$ cat config.mk
export PLATFORM = sky130hd
export DESIGN_NAME = fetch_queue
export DESIGN_NICKNAME = d
export VERILOG_FILES = /design/src/rtl/fetch_queue.sv
export SDC_FILE = /design/constraint.sdc
export NUM_CORES = 1
export LEC_CHECK = 0
export CAP_MARGIN = 10
export CORE_UTILIZATION = 30
export CTS_CLUSTER_DIAMETER = 40
export DETAILED_ROUTE_END_ITERATION = 12
export PLACE_DENSITY = 0.52
export SYNTH_ARGS = -nofsm -noshare
export SYNTH_HDL_FRONTEND = slang
export SYNTH_SLANG_ARGS = --single-unit
$ cat constraint.sdc
create_clock -name clk -period 3.7 [get_ports clk]
set_clock_uncertainty 0.2 [all_clocks]
set_input_delay 0.37 -clock clk [delete_from_list [all_inputs] [get_ports clk]]
set_output_delay 0.37 -clock clk [all_outputs]
set_load 0.01 [all_outputs]
$ cat src/rtl/fetch_queue.sv
// Show-ahead instruction buffer between fetch and decode, holding {pc, instruction} pairs.
// The head entry is read combinationally; a NOP is presented while the buffer is empty.
module fetch_queue #(
  parameter int DEPTH = 4,
  parameter int PC_W  = 32
) (
  input  logic                     clk,
  input  logic                     rst_n,
  input  logic                     flush,
  input  logic                     in_valid,
  output logic                     in_ready,
  input  logic [PC_W-1:0]          in_pc,
  input  logic [31:0]              in_ir,
  output logic                     out_valid,
  input  logic                     out_ready,
  output logic [PC_W-1:0]          out_pc,
  output logic [31:0]              out_ir,
  output logic [$clog2(DEPTH):0]   count
);

  localparam int PTR_W = $clog2(DEPTH);
  localparam int CNT_W = PTR_W + 1;
  localparam logic [31:0] NOP_IR = 32'h0000_0013;

  logic [PTR_W-1:0]  wr_ptr;
  logic [PTR_W-1:0]  rd_ptr;
  logic [PC_W+31:0]  mem [DEPTH];
  logic [PC_W+31:0]  head;
  logic              push;
  logic              pop;

  // Full/empty derive from the registered count only, so a pop never frees a slot in the same cycle.
  assign in_ready  = (count < CNT_W'(DEPTH));
  assign out_valid = (count != '0);

  always_comb begin
    push = in_valid & in_ready & ~flush;
    pop  = out_valid & out_ready & ~flush;
  end

  always_ff @(posedge clk or negedge rst_n) begin
    if (!rst_n) begin
      wr_ptr <= '0;
      rd_ptr <= '0;
      count  <= '0;
    end else if (flush) begin
      wr_ptr <= '0;
      rd_ptr <= '0;
      count  <= '0;
    end else begin
      if (push) wr_ptr <= wr_ptr + PTR_W'(1);
      if (pop)  rd_ptr <= rd_ptr + PTR_W'(1);
      case ({push, pop})
        2'b10:   count <= count + CNT_W'(1);
        2'b01:   count <= count - CNT_W'(1);
        default: count <= count;
      endcase
    end
  end

  always_ff @(posedge clk) begin
    if (push) mem[wr_ptr] <= {in_pc, in_ir};
  end

  always_comb begin
    head   = mem[rd_ptr];
    out_ir = out_valid ? head[31:0] : NOP_IR;
    out_pc = out_valid ? head[PC_W+31:32] : '0;
  end

endmodule

==> reports/results.md, run 1 <==
## Timing
* 261 ps — Worst Slack Setup Final
* 0.291 GHz — highest clock frequency the design can meet
* 0 — Final Max Tran Viols
* 63.0% — Max-Slew Margin vs Limit
* 0 — final hold viol count
* 3440 ps — minimum clock period after layout
* 0 — total of endpoints with negative setup slack in the final report
* 555 ps — Least-Margin Pin Slew
* 0 ps — summed negative setup slack over all endpoints
* 93.0% — share of the clock period used by the worst path
* false — unrepaired setup endpoints after global routing

## Power and ir drop
* 4.36 nW — Leakage
* 0.367 mV — VDD IR-drop max
* 616 mW/mm2 — Cell Pwr Density

## Floorplanning
* 138 — number of ports placed on the die boundary
* 186 um — floorplan die height
* 67 — floorplan row count
* 0.0346 mm2 — overall die area
* 186 um — die width
* 30.4% — Starting Density
* 0.0334 mm2 — Placeable Area

## Placed design
* 0.661 — weighted congestion at the end of routability-driven global placement
* 137 — number of buffers added on ports
* 624 ps — setup slack after placement
* 12500 um — HPWL reported at the end of detailed placement

## Min path
* mem[1][40] — endpoint of the worst hold path
* input pin to flop — Hold WC Path Type
* in_pc[8] — Hold Startpoint
* 1 — number of cells traversed by the worst hold path

## Detailed routing
* 4 — number of optimization iterations in the first detailed-route pass
* 18.8 um — post-detailed-route wirelength per cell
* 0 — antenna viol nets, final
* 4.46 — detail-routed via count per cell
* 245 — Iter 0 DRT Violations
* 4986 — vias post-DR
* 21000 um — sum of routed wire length over all layers
* 0 — remaining routing DRC violations

## Worst setup path
* output pin — kind of end point of the critical path
* 750 ps — Crit path largest cell delay
* flop — Setup crit start kind
* 26 — peak fanout along the critical path
* 2870 ps — data arrival time at the worst-slack endpoint
* 9 — Worst R2R Path Depth
* count[2] — destination of the worst register-to-register timing path
* dfrtp_4 — Slowest cell on crit path
* buffers and inverters — top cell family by delay on the critical path
* count[0] — launching point of the worst reg2reg path
* 1000 ps — register-to-register path setup slack
* 2 — count of buffer and inverter cells on the critical path
* 3130 ps — required time at the worst-slack endpoint
* flop to output pin — worst setup path class
* buf_4 > mux4_2 > and2_1 > clkdlybuf4s50_1 — critical-path cell list
* 4 — number of logic stages on the critical path including buffering

## Global routing
* 0 — initial antenna violation count
* 32600 um — global-route wire length before repair
* 0 — remaining global-route overflow
* 12.7% — all-layer global routing usage
* 38 — maximum number of pins on one net before global-route repair
* 5632 — via count of the first global-routing pass

## Clock tree
* 50 ps — clock slew seen by the registers of the worst setup and hold paths
* 263 — CTS sink cnt
* 500 ps — clock latency on the worst-skew pair
* 41 — total clock buffers created by CTS
* 2 — CTS HTree Levels
* clkbuf_16 — clock root buffer
* built — CTS tree
* 0 — Post-CTS Repair Setup Buffers
* 3 — maximum buffer depth of the clock tree

## Cells and area
* 33.7% — relative area change from synthesis to final layout
* 710 — # nets final
* 0 — antenna diode count
* 22.6% — share of cells above drive strength 1

## Synthesis
* edfxtp_1, and2_1, mux4_2, clkbuf_1 — leading cell types by count after synthesis
* edfxtp_1 — most repeated cell in the gate-level netlist after synthesis
* 21.8 um2 — mean instance size in the synthesized netlist
* 263 — number of synthesized register bits
* 28 — Synth cell types
* 541 — synthesized net count
* edfxtp_1 — most used flip-flop cell after synthesis
* 467 — Syn Inst Count
* edfxtp_1, mux4_2, and2_1 — largest cells by area after synthesis
* 256 — number of enable-type register cells in the synthesized netlist
* 2.66% — share of flip-flops with an asynchronous set or reset
* edfxtp_1 — Synth area leader
* 77.3% — part of the Yosys area used for sequential elements
* 0 — total number of yosys warnings
* 75.6% — share of Yosys cell area claimed by the top area cell type
* 0.0102 mm2 — Post-Synthesis Cell Area

## Status
* finished clean — status

## Job
* 0 — total of max-cap violations

==> worst max path at each step <==
stage | startpoint | endpoint | slack [ps]
final | rd_ptr[0] | out_pc[15] | 260
after global placement | count[0] | out_ir[18] | 660
after global routing | rd_ptr[0] | out_pc[15] | 30
after floorplan | count[2] | mem[0][0] | 640
after CTS | count[0] | out_ir[18] | 80
after detailed placement | count[0] | out_ir[18] | 620
==> state kept, by name, indices dropped and copies added, names as in the netlist <==
name    cells
wr_ptr      2
count       3
mem       256
rd_ptr      2
==> layout by cell type (no fill, tap or decap), drive strengths merged <==
| master | count |
|---|---|
| clkinvlp | 5 |
| nor3 | 2 |
| nand2 | 8 |
| nand2b | 2 |
| edfxtp | 256 |
| xnor2 | 1 |
| bufinv | 7 |
| clkbuf | 48 |
| nand3 | 3 |
| clkinv | 12 |
| nor4 | 1 |
| nor2b | 1 |
| dlygate4sd3 | 1 |
| mux2i | 1 |
| clkdlybuf4s50 | 137 |
| mux4 | 64 |
| a21o | 1 |
| a221oi | 1 |
| a21oi | 5 |
| nor2 | 5 |
| xor2 | 3 |
| o21ai | 5 |
| fa | 1 |
| dfrtp | 7 |
| and2 | 65 |
| buf | 12 |
| ha | 4 |
| or2 | 3 |
| inv | 8 |
==> layer usage <==
metal	vias to the layer above	global-route usage (%)	routed length, um
met5	-	0	0
met4	0	3.77	357
met3	29	3.58	1150
met2	131	22.9	11100
met1	2584	14.5	8380
li1	2242	-	-
==> area by class of cell <==
type / instances / area, um2
clock buffers: 48 / 1090
clock inverters: 28 / 342
fillers: 2968 / 19900
inverters: 4 / 17.5
multi-input cells: 176 / 2160
flip-flops and latches: 263 / 7870
well taps: 448 / 561
repair buffers: 150 / 1550
==> per-stage QoR <==
stage | total power [mW] | util [%] | hold slack [ps] | cell area, um2 | cells
2_1_floorplan | 4.00 | - | -126 | 10200 | 467
3_3_place_gp | 4.51 | 36.3 | 351 | 12100 | 1040
3_5_place_dp | 4.54 | 36.3 | 368 | 12100 | 1040
4_1_cts | 8.52 | 40.6 | 274 | 13600 | 1117
5_1_grt | 8.72 | 40.6 | 279 | 13600 | 1117
6_report | 8.37 | 40.6 | 296 | 13600 | 1117
==> power breakdown <==
part           leakage (nW)  internal, mW  total, mW  switching [mW]
combinational          1.25         0.580       1.01           0.430
sequential             2.41          3.37       3.43          0.0630
clock                 0.691          2.62       3.93            1.31
total                  4.36          6.56       8.37            1.81
==> worst register-to-register path: cells and delay by family, from the launching register on <==
kind / cells / cell delay (ps)
flops: 1 / 500
compound gates: 2 / 220
fa+ha+maj: 1 / 390
buf+inv: 1 / 270
simple gates: 5 / 1030
==> logic make-up after synthesis <==
kind of cell             Yosys count  share of synthesized area, %
XOR/XNOR                           4                         0.345
adder cells (fa/ha/maj)            5                         0.689
AND/OR/NAND/NOR                   90                          5.20
buffers and inverters             28                          1.51
AO/OA/AOI/OAI                     12                         0.652
multiplexers                      65                          14.3
flip-flops                       263                          77.3
==> repair_timing <==
item	in CTS	in global routing
endpoints found under the hold margin	7	0
gates resized for setup	0	2
hold buffers	1	0
endpoints found under the setup margin	0	13
No activity file was read; power rests on OpenSTA's default activity.
==> inputs of run 2 (changes only) <==
- CORE_UTILIZATION: 30 -> 40
- PLACE_DENSITY: 0.52 -> 0.64
- REMOVE_ABC_BUFFERS: unset -> 1
==> reports/results.md, run 2 (synthesis gave the netlist of run 1 again) <==
## Worst setup path
* flop to output pin — worst setup path class
* output pin — kind of end point of the critical path
* count[0] — CP Launch Point
* nor3_2 > inv_2 > buf_4 > and2_1 > clkdlybuf4s50_1 — critical-path cell list
* dfrtp_1 — Slowest cell on crit path
* 2620 ps — data arrival time at the worst-slack endpoint, -250 ps
* count[0] — launching point of the worst reg2reg path
* 1080 ps — register-to-register path setup slack, +80 ps
* 540 ps — Crit path largest cell delay, -210 ps
* 3130 ps — required time at the worst-slack endpoint, about the same
* 29 — peak fanout along the critical path, +12%
* buffers and inverters — top cell family by delay on the critical path
* 9 — Worst R2R Path Depth, unchanged
* flop — Setup crit start kind
* 3 — count of buffer and inverter cells on the critical path, +1
* count[2] — destination of the worst register-to-register timing path

## Clock tree
* 38 — total clock buffers created by CTS, -7.3%
* 263 — CTS sink cnt, unchanged
* 2 — CTS HTree Levels, unchanged
* 0 — Post-CTS Repair Setup Buffers, unchanged
* 50 ps — clock slew seen by the registers of the worst setup and hold paths, about the same
* 0 — Resize count post-CTS, unchanged
* 490 ps — clock latency on the worst-skew pair, about the same
* 3 — maximum buffer depth of the clock tree, unchanged
* clkbuf_16 — clock root buffer
* built — CTS tree

## Floorplanning
* 0.0246 mm2 — Placeable Area, -26%
* 57 — floorplan row count, -15%
* 41.3% — Starting Density, +11 points
* 138 — number of ports placed on the die boundary, unchanged
* 0.0261 mm2 — overall die area, -25%
* 161 um — floorplan die height, -13%
* 161 um — die width, -13%

## Timing
* 63.9% — Max-Slew Margin vs Limit, +0.91 points
* 0 — Final Max Tran Viols, unchanged
* 3190 ps — minimum clock period after layout, -254 ps
* 298 ps — Final Hold Slack, +2.38 ps
* false — unrepaired setup endpoints after global routing
* 0.314 GHz — highest clock frequency the design can meet, +8.0%
* 541 ps — Least-Margin Pin Slew, -13.6 ps
* 86.1% — share of the clock period used by the worst path, -6.9 points
* 0 — total of endpoints with negative setup slack in the final report, unchanged
* 0 — final hold viol count, unchanged
* 0 ps — summed negative setup slack over all endpoints, unchanged

## Cells and area
* 54.5% — utilization of the core after routing, +14 points
* edfxtp_1 — most common library cell in the layout ignoring fill and taps
* 1872 — fill cell count, -37%
* edfxtp_1, clkdlybuf4s50_1, mux4_2 — highest-count cells in the layout ignoring fill and taps
* mem — Top reg by flops
* 0 — antenna diode count, unchanged
* 31.8% — relative area change from synthesis to final layout
* 256 — Largest register FFs, unchanged
* 0.00787 mm2 — register area, unchanged
* 707 — # nets final, -0.42%
* 0.00216 mm2 — area taken by multi-input logic gates, unchanged
* mem: 256 flops, count: 3 flops — top flop regs
* 21.7% — share of cells above drive strength 1, -0.90 points

## Power and ir drop
* 40.9% — register share of total power, about the same
* 621 mW/mm2 — Cell Pwr Density, +0.84%
* 8.32 mW — Total Power Consumption, -0.58%
* 0.538 mV — VDD IR-drop max, +46%
* 46.7% — share of power burned in the clock network, -0.2 points
* 1.74 mW — switching power, -3.8%
* 6.58 mW — Internal Pwr Total, +0.31%
* 20.9% — switching share of total power, -0.71 points
* 4.34 nW — Leakage, -0.42%
* 12.5% — Comb pwr share, +0.4 points

## Job
* 0 — total of max-cap violations, unchanged

## Global routing
* 30900 um — global-route wire length before repair, -5.0%
* 0 — remaining global-route overflow, unchanged
* 0 — initial antenna violation count, unchanged
* 56 — maximum number of pins on one net before global-route repair, +47%
* 5511 — via count of the first global-routing pass, -2.1%
* 15.7% — all-layer global routing usage, +3.1 points

## Placed design
* 11500 um — HPWL reported at the end of detailed placement, -7.5%
* 0.753 — weighted congestion at the end of routability-driven global placement, +14%
* 137 — number of buffers added on ports, unchanged

## Detailed routing
* 0 — antenna viol nets, final, unchanged
* 0 — remaining routing DRC violations, unchanged
* 19500 um — sum of routed wire length over all layers, -7.5%
* 19.8 um — post-detailed-route wirelength per cell, +5.0%
* 4 — number of optimization iterations in the first detailed-route pass, unchanged
* 265 — Iter 0 DRT Violations, +8.2%
* 5009 — vias post-DR, +0.46%
* 5.09 — detail-routed via count per cell, +14%

## Min path
* mem[2][42] — endpoint of the worst hold path
* 1 — number of cells traversed by the worst hold path, unchanged
* in_pc[10] — Hold Startpoint
* input pin to flop — Hold WC Path Type

## Status
* finished clean — status

==> run 2: cell types whose count changed in the layout (fill, tap and decap cells not counted), sizes merged <==
cell      before  now
clkinvlp       5    2
bufinv         7   10
clkbuf        48   43
clkinv        12    8
==> run 2: area by class of cell <==
cell class | instances | area share [%]
repair buffers | 150 | 11.6
inverters | 4 | 0.112
multi-input cells | 176 | 16.1
flip-flops and latches | 263 | 58.7
clock buffers | 43 | 7.39
well taps | 324 | 3.03
clock inverters | 24 | 2.97
==> run 2: worst register-to-register path, stage by stage, from the launching register on <==
cell and delay, ps:
dfrtp_1 500, nor3_2 290, inv_2 270, nand2_1 190, nor3_1 80, fa_1 420, nand2b_1 180, nor4_1 200
a21oi_1 70, a21oi_1 150
==> run 2: worst max-delay path by stage <==
stage | to | slack, ps | cells after the start
after floorplan | out_ir[0] | -360 | 2
after global placement | mem[2][9] | 950 | 5
after detailed placement | count[2] | 860 | 8
after CTS | out_pc[19] | 430 | 5
after global routing | out_pc[19] | 290 | 5
final | out_ir[22] | 510 | 5
==> run 2: what timing repair did <==
| action | in CTS | in global routing |
|---|---|---|
| hold buffers | 1 | 0 |
| hold endpoints to repair | 7 | 0 |
| setup endpoints to repair | 0 | 0 |
==> run 2: metrics by stage <==
step	cells	cell area, um2	worst slack (ps)
after floorplan	443	10000	-364
after global placement	916	12000	952
after detailed placement	916	12000	860
after CTS	984	13400	429
after global routing	984	13400	293
final	984	13400	515
==> run 2: power by group through the flow <==
stage	Sequential, mW	Clock (mW)	Combinational [mW]
final	3.40	3.88	1.04
after global routing	3.40	4.08	1.12
after CTS	3.40	3.95	1.06
after detailed placement	3.46	0	1.06
after global placement	3.45	0	1.05
after floorplan	3.51	0	0.469
==> run 2: per-layer routing <==
metal  part of all wire, %  global-route usage (%)  vias up
met3                   5.4                    3.65       39
met5                     0                       0        -
met1                    42                    20.3     2602
met4                   2.1                    4.97        0
li1                      -                       -     2219
met2                    50                    26.4      149
==> inputs of run 3 (changes only) <==
- ABC_CLOCK_PERIOD_IN_PS: unset -> 3700
- CORE_UTILIZATION: 40 -> 35
- PLACE_DENSITY: 0.64 -> 0.58
==> reports/results.md, run 3 (synthesis gave the netlist of run 1 again) <==
## Worst setup path
* flop — Setup crit start kind
* buffers and inverters — top cell family by delay on the critical path
* count[2] — destination of the worst register-to-register timing path
* 2780 ps — data arrival time at the worst-slack endpoint, +160 ps
* 47 — peak fanout along the critical path, +62%
* 3130 ps — required time at the worst-slack endpoint, about the same
* 9 — Worst R2R Path Depth, unchanged
* 640 ps — Crit path largest cell delay, +100 ps
* inv_2 — Slowest cell on crit path
* count[1] — launching point of the worst reg2reg path
* 870 ps — register-to-register path setup slack, -210 ps
* flop to output pin — worst setup path class
* output pin — kind of end point of the critical path
* 3 — count of buffer and inverter cells on the critical path, unchanged
* nor3_2 > inv_2 > buf_4 > and2_1 > clkdlybuf4s50_1 — critical-path cell list

## Timing
* 90.6% — share of the clock period used by the worst path, +4.6 points
* 296 ps — Final Hold Slack, -2.75 ps
* 346 ps — Worst Slack Setup Final, -168 ps
* 878 ps — Least-Margin Pin Slew, +337 ps
* 0 — Final Max Tran Viols, unchanged
* 41.4% — Max-Slew Margin vs Limit, -23 points
* 0 — total of endpoints with negative setup slack in the final report, unchanged
* 0.298 GHz — highest clock frequency the design can meet, -5.0%
* 3350 ps — minimum clock period after layout, +168 ps
* 0 — final hold viol count, unchanged
* false — unrepaired setup endpoints after global routing

## Global routing
* 13.9% — all-layer global routing usage, -1.9 points
* 5359 — via count of the first global-routing pass, -2.8%
* 48 — maximum number of pins on one net before global-route repair, -14%
* 0 — initial antenna violation count, unchanged
* 0 — remaining global-route overflow, unchanged
* 30300 um — global-route wire length before repair, -2.1%

## Cells and area
* 46.6% — utilization of the core after routing, -7.9 points
* edfxtp_1, clkdlybuf4s50_1, mux4_2 — highest-count cells in the layout ignoring fill and taps
* 22.2% — share of cells above drive strength 1, +0.49 points
* 256 — Largest register FFs, unchanged
* mem — Top reg by flops
* 31.1% — relative area change from synthesis to final layout
* mem: 256 flops, count: 3 flops — top flop regs
* 0.00216 mm2 — area taken by multi-input logic gates, unchanged
* 1043 — filler-free cell count of the finished design, +6.0%
* 708 — # nets final, +0.14%
* 0.00787 mm2 — register area, unchanged
* 2369 — fill cell count, +27%
* 0 — antenna diode count, unchanged
* edfxtp_1 — most common library cell in the layout ignoring fill and taps

## Power and ir drop
* 595 mW/mm2 — Cell Pwr Density, -4.1%
* 4.28 nW — Leakage, -1.4%
* 0.381 mV — VDD IR-drop max, -29%

## Detailed routing
* 19.1 um — post-detailed-route wirelength per cell, -3.5%
* 0 — remaining routing DRC violations, unchanged
* 4 — number of optimization iterations in the first detailed-route pass, unchanged
* 226 — Iter 0 DRT Violations, -15%
* 19900 um — sum of routed wire length over all layers, +2.3%
* 4922 — vias post-DR, -1.7%
* 0 — antenna viol nets, final, unchanged
* 4.72 — detail-routed via count per cell, -7.3%

## Clock tree
* 60 ps — clock slew seen by the registers of the worst setup and hold paths, about the same
* 490 ps — clock latency on the worst-skew pair, about the same
* 3 — maximum buffer depth of the clock tree, unchanged
* 38 — total clock buffers created by CTS, unchanged
* 2 — CTS HTree Levels, unchanged
* clkbuf_16 — clock root buffer
* 263 — CTS sink cnt, unchanged
* built — CTS tree

## Floorplanning
* 172 um — die width, +6.8%
* 0.0297 mm2 — overall die area, +14%
* 62 — floorplan row count, +8.8%
* 172 um — floorplan die height, +6.8%
* 138 — number of ports placed on the die boundary, unchanged
* 35.5% — Starting Density, -5.8 points
* 0.0286 mm2 — Placeable Area, +16%

## Status
* finished clean — status

## Min path
* in_ir[18] — Hold Startpoint
* input pin to flop — Hold WC Path Type
* mem[2][18] — endpoint of the worst hold path
* 1 — number of cells traversed by the worst hold path, unchanged

## Job
* 0 — total of max-cap violations, unchanged

## Placed design
* 977 — placed cells, +6.7%
* 793 ps — setup slack after placement, -67.8 ps
* 137 — number of buffers added on ports, unchanged
* 11600 um — HPWL reported at the end of detailed placement, +0.26%
* 0.663 — weighted congestion at the end of routability-driven global placement, -12%

==> run 3: routing by layer <==
layer | vias to the layer above | global-route usage (%) | part of all wire, %
met5 | - | 0 | 0
met4 | 0 | 4.19 | 1.9
met3 | 35 | 3.55 | 5.0
met2 | 119 | 23.5 | 51
met1 | 2548 | 17.4 | 43
li1 | 2220 | - | -
==> run 3: worst max-delay path by stage <==
stage | from | cells after the start | end | slack (ps)
2_1_floorplan | rd_ptr[0] | 2 | out_ir[0] | -360
3_3_place_gp | count[0] | 5 | out_ir[17] | 830
3_5_place_dp | count[0] | 5 | out_pc[30] | 790
4_1_cts | count[0] | 5 | out_pc[30] | 230
5_1_grt | count[0] | 5 | out_pc[30] | 130
6_report | count[0] | 5 | out_ir[13] | 350
==> run 3: power by group <==
group,switching (mW),internal (mW),total [mW]
clock network,1.28,2.22,3.50
registers,0.0375,3.36,3.40
logic,0.451,0.580,1.03
total,1.77,6.17,7.94
==> run 3: final cells by class <==
class,count,area share (%)
flip-flops and latches,263,59.0
inverters,4,0.113
clock inverters,24,1.99
repair buffers,151,11.7
multi-input cells,176,16.2
clock buffers,41,7.38
well taps,384,3.60
==> run 3: repair_timing <==
item / CTS / global route
setup buffers: 0 / 0
hold buffers: 1 / 0
resized for setup: 0 / 0
endpoints found under the hold margin: 7 / 0
==> run 3: metrics by stage <==
stage                     total power [mW]  TNS, ps  cell area [um2]
after floorplan                       3.98   -19860            10000
after global placement                4.50        0            12100
after detailed placement              4.52        0            12100
after CTS                             8.05        0            13300
after global routing                  8.23        0            13300
final                                 7.94        0            13300
==> variant: new RTL, config.mk and constraints of run 3 <==
Change the parameter `PC_W` from 32 to 64.
--- a/src/rtl/fetch_queue.sv
+++ b/src/rtl/fetch_queue.sv
@@ -4,3 +4,3 @@
   parameter int DEPTH = 4,
-  parameter int PC_W  = 32
+  parameter int PC_W  = 64
 ) (
Interface: changed (resized in_pc and out_pc); port bits go from 138 to 202. No check against the original RTL was run, so the function may have changed too.
==> variant against run 3 <==
  * Sequential cell count up 128
  * Synthesized area rose by 47%
  * Sequential share of layout area rose by 0.31 points
  * Total power rose by 50%
  * Wire length is 51% higher
  * Cell area rose by 48%
  * Worst setup slack worse by 0.076 ns
  * Largest power group unchanged
==> variant: results (changes against run 3) <==
Parameter                              Value

Clock tree
  Number of buffers created by CTS ... 57 (+50%)
  Clock tree root driver cell ... clkbuf_16
  Worst-skew pair later-pin latency ... 0.58 ns (+0.09 ns)
  Count of H-tree levels built during CTS ... 2 (unchanged)
  CTS clk-pin slew, worst paths ... 0.05 ns
  Number of buffers between clock root and the deepest sink ... 3 (unchanged)
  Count of buffers added by post-CTS timing repair for setup ... 0 (unchanged)

Worst hold path
  Min-Delay Path Class ... in -> reg
  Beginning of the worst hold path ... in_ir[31]
  Worst Hold End ... mem[3][31]$_DFFE_PP_

Placed design
  Post-detailed-placement half-perimeter wirelength ... 17.3 mm (+50%)
  Count of buffers from port buffering ... 201 (+47%)
  Routability cong. ... 0.691 (+4.2%)
  Worst slack, placed ... 0.832 ns (+0.0393 ns)

Layout
  Proportion of layout cells with a drive suffix above 1 ... 22.5% (+0.30 points)
  Register with the most flip-flops ... mem
  Largest registers ranked by flip-flop count ... mem: 384 flops, count: 3 flops
  Final-stage net count ... 1020 (+44%)

Logic synthesis
  Sequential cell area fraction in the yosys report ... 78.1% (+0.80 points)
  Yosys warning total ... 0 (unchanged)
  Leading cell types by count after synthesis ... 384 x edfxtp_1, 97 x and2_1, 96 x mux4_2
  Library cells used by synthesis ... 27 (-3.6%)
  Proportion of synthesized flip-flops having asynchronous set or reset ... 1.79% (-0.87 points)
  Number of synthesized flops with an enable pin ... 384 (+50%)
  Biggest area contributors in the synthesized netlist ... edfxtp_1 77%, mux4_2 14%, and2_1 4.0%, dfrtp_1 1.2%, clkbuf_1 0.48%

Critical path
  Crit path from ... count[0]$_DFFE_PN0P_
  Data arrival time of the worst path ... 2.86 ns (+0.08 ns)
  Worst reg2reg startpoint ... count[1]$_DFFE_PN0P_
  Delay contributed by the slowest stage of the critical path ... 0.56 ns (-0.08 ns)
  Dominant delay contributor by cell family on the critical path ... buffers and inverters
  Maximum fanout encountered on the critical timing path ... 48 (+2.1%)
  Slowest library cell on the worst path ... clkdlybuf4s50_1
  Setup slack on the worst flop-to-flop path ... 1.04 ns (+0.17 ns)
  R2R Path End ... count[2]$_DFFE_PN0P_

Detailed routing
  Average via count per standard cell ... 4.83 (+2.3%)
  Violation count after the first detailed-routing iteration ... 413 (+83%)
  Detailed Route WL ... 30.0 mm (+51%)

Run status
  Run status ... finished, final reports clean

Global routing
  First-pass GRT wire length ... 46.1 mm (+52%)
  Number of antenna violations at the first check in global routing ... 1 (+1)
  Via count of the first global-routing pass ... 7842 (+46%)
  Aggregate global-route resource usage ... 14.0% (+0.15 points)
  Maximum number of pins on one net before global-route repair ... 51 (+6.3%)

STA
  Worst slew margin relative to its limit ... 48.6% (+7.2 points)

Pwr
  Leakage power figure ... 6.31 nW (+47%)
  Maximum vdd drop ... 0.551 mV (+45%)
-- variant: cell types whose count changed in the layout (fill, tap and decap cells not counted), sizes merged, moves of 5 or more --
| cell | run 3 | this run |
|---|---|---|
| clkbuf | 41 | 64 |
| buf | 13 | 18 |
| edfxtp | 256 | 384 |
| mux4 | 64 | 96 |
| clkdlybuf4s50 | 137 | 201 |
| inv | 12 | 17 |
| clkinv | 9 | 20 |
| and2 | 65 | 97 |
-- variant: report_power, final --
| part | total, W | leakage [nW] | internal (W) | switching, W |
|---|---|---|---|---|
| Clock | 0.00531 | 0.929 | 0.00330 | 0.00201 |
| Combinational | 0.00153 | 1.80 | 0.000869 | 0.000659 |
| Sequential | 0.00506 | 3.58 | 0.00500 | 0.0000565 |
-- variant: per-layer routing --
metal  part of all wire [%]  wire length (um)  vias up  global-route usage [%]
met1                     42             12700     3739                    17.5
met2                     48             14500      213                    22.7
met4                    2.2               656        2                    5.43
met3                    6.9              2080       51                    4.46
li1                       -                 -     3244                       -
met5                  0.037                11        -                       0
-- variant: worst max path at each step --
stage / to / slack, ns / cells after the start
floorplan: out_ir[0] / -1.56 / 2
global placement: out_pc[52] / 0.83 / 4
detailed placement: out_pc[29] / 0.83 / 5
CTS: out_pc[29] / 0.18 / 5
global route: out_pc[29] / 0.03 / 5
finish: out_pc[29] / 0.27 / 5
-- variant: cell families (layout without fill, tap and decap cells) --
logic type / count (synthesis) / count (layout) / share of synthesized area, %
xor gates and xnor gates: 4 / 4 / 0.234
AOI/OAI and AO/OA: 12 / 12 / 0.443
DFF: 391 / 391 / 78.1
adders and majority gates: 5 / 5 / 0.468
buffers and inverters: 40 / 331 / 1.37
muxes: 97 / 97 / 14.5
and+or+nand+nor: 122 / 122 / 4.87
-- variant: stage by stage --
| step | std cells | util [%] | cell area (sq um) | power [W] | hold WS, ns |
|---|---|---|---|---|---|
| 3_5_place_dp | 1393 | 42.4 | 17800 | 0.00671 | 0.379 |
| 4_1_cts | 1501 | 46.9 | 19700 | 0.0121 | 0.166 |
| 5_1_grt | 1501 | 46.9 | 19700 | 0.0124 | 0.196 |
| 3_3_place_gp | 1393 | 42.4 | 17800 | 0.00670 | 0.363 |
| 6_report | 1501 | 46.9 | 19700 | 0.0119 | 0.206 |
| 2_1_floorplan | 635 | - | 14800 | 0.00594 | -0.126 |
-- variant: layout make-up --
| type | instances | area [sq um] |
|---|---|---|
| Clock buffer | 64 | 1450 |
| Sequential cell | 391 | 11700 |
| Tap cell | 539 | 674 |
| Timing Repair Buffer | 220 | 2330 |
| Clock inverter | 43 | 467 |
| Inverter | 4 | 15.0 |
| Multi-Input combinational cell | 240 | 3080 |
| Fill cell | 3562 | 22300 |
-- variant: what timing repair did --
action / CTS / global route
endpoints found under the hold margin: 7 / 0
hold buffers: 1 / 0
gates resized for setup: 0 / 0
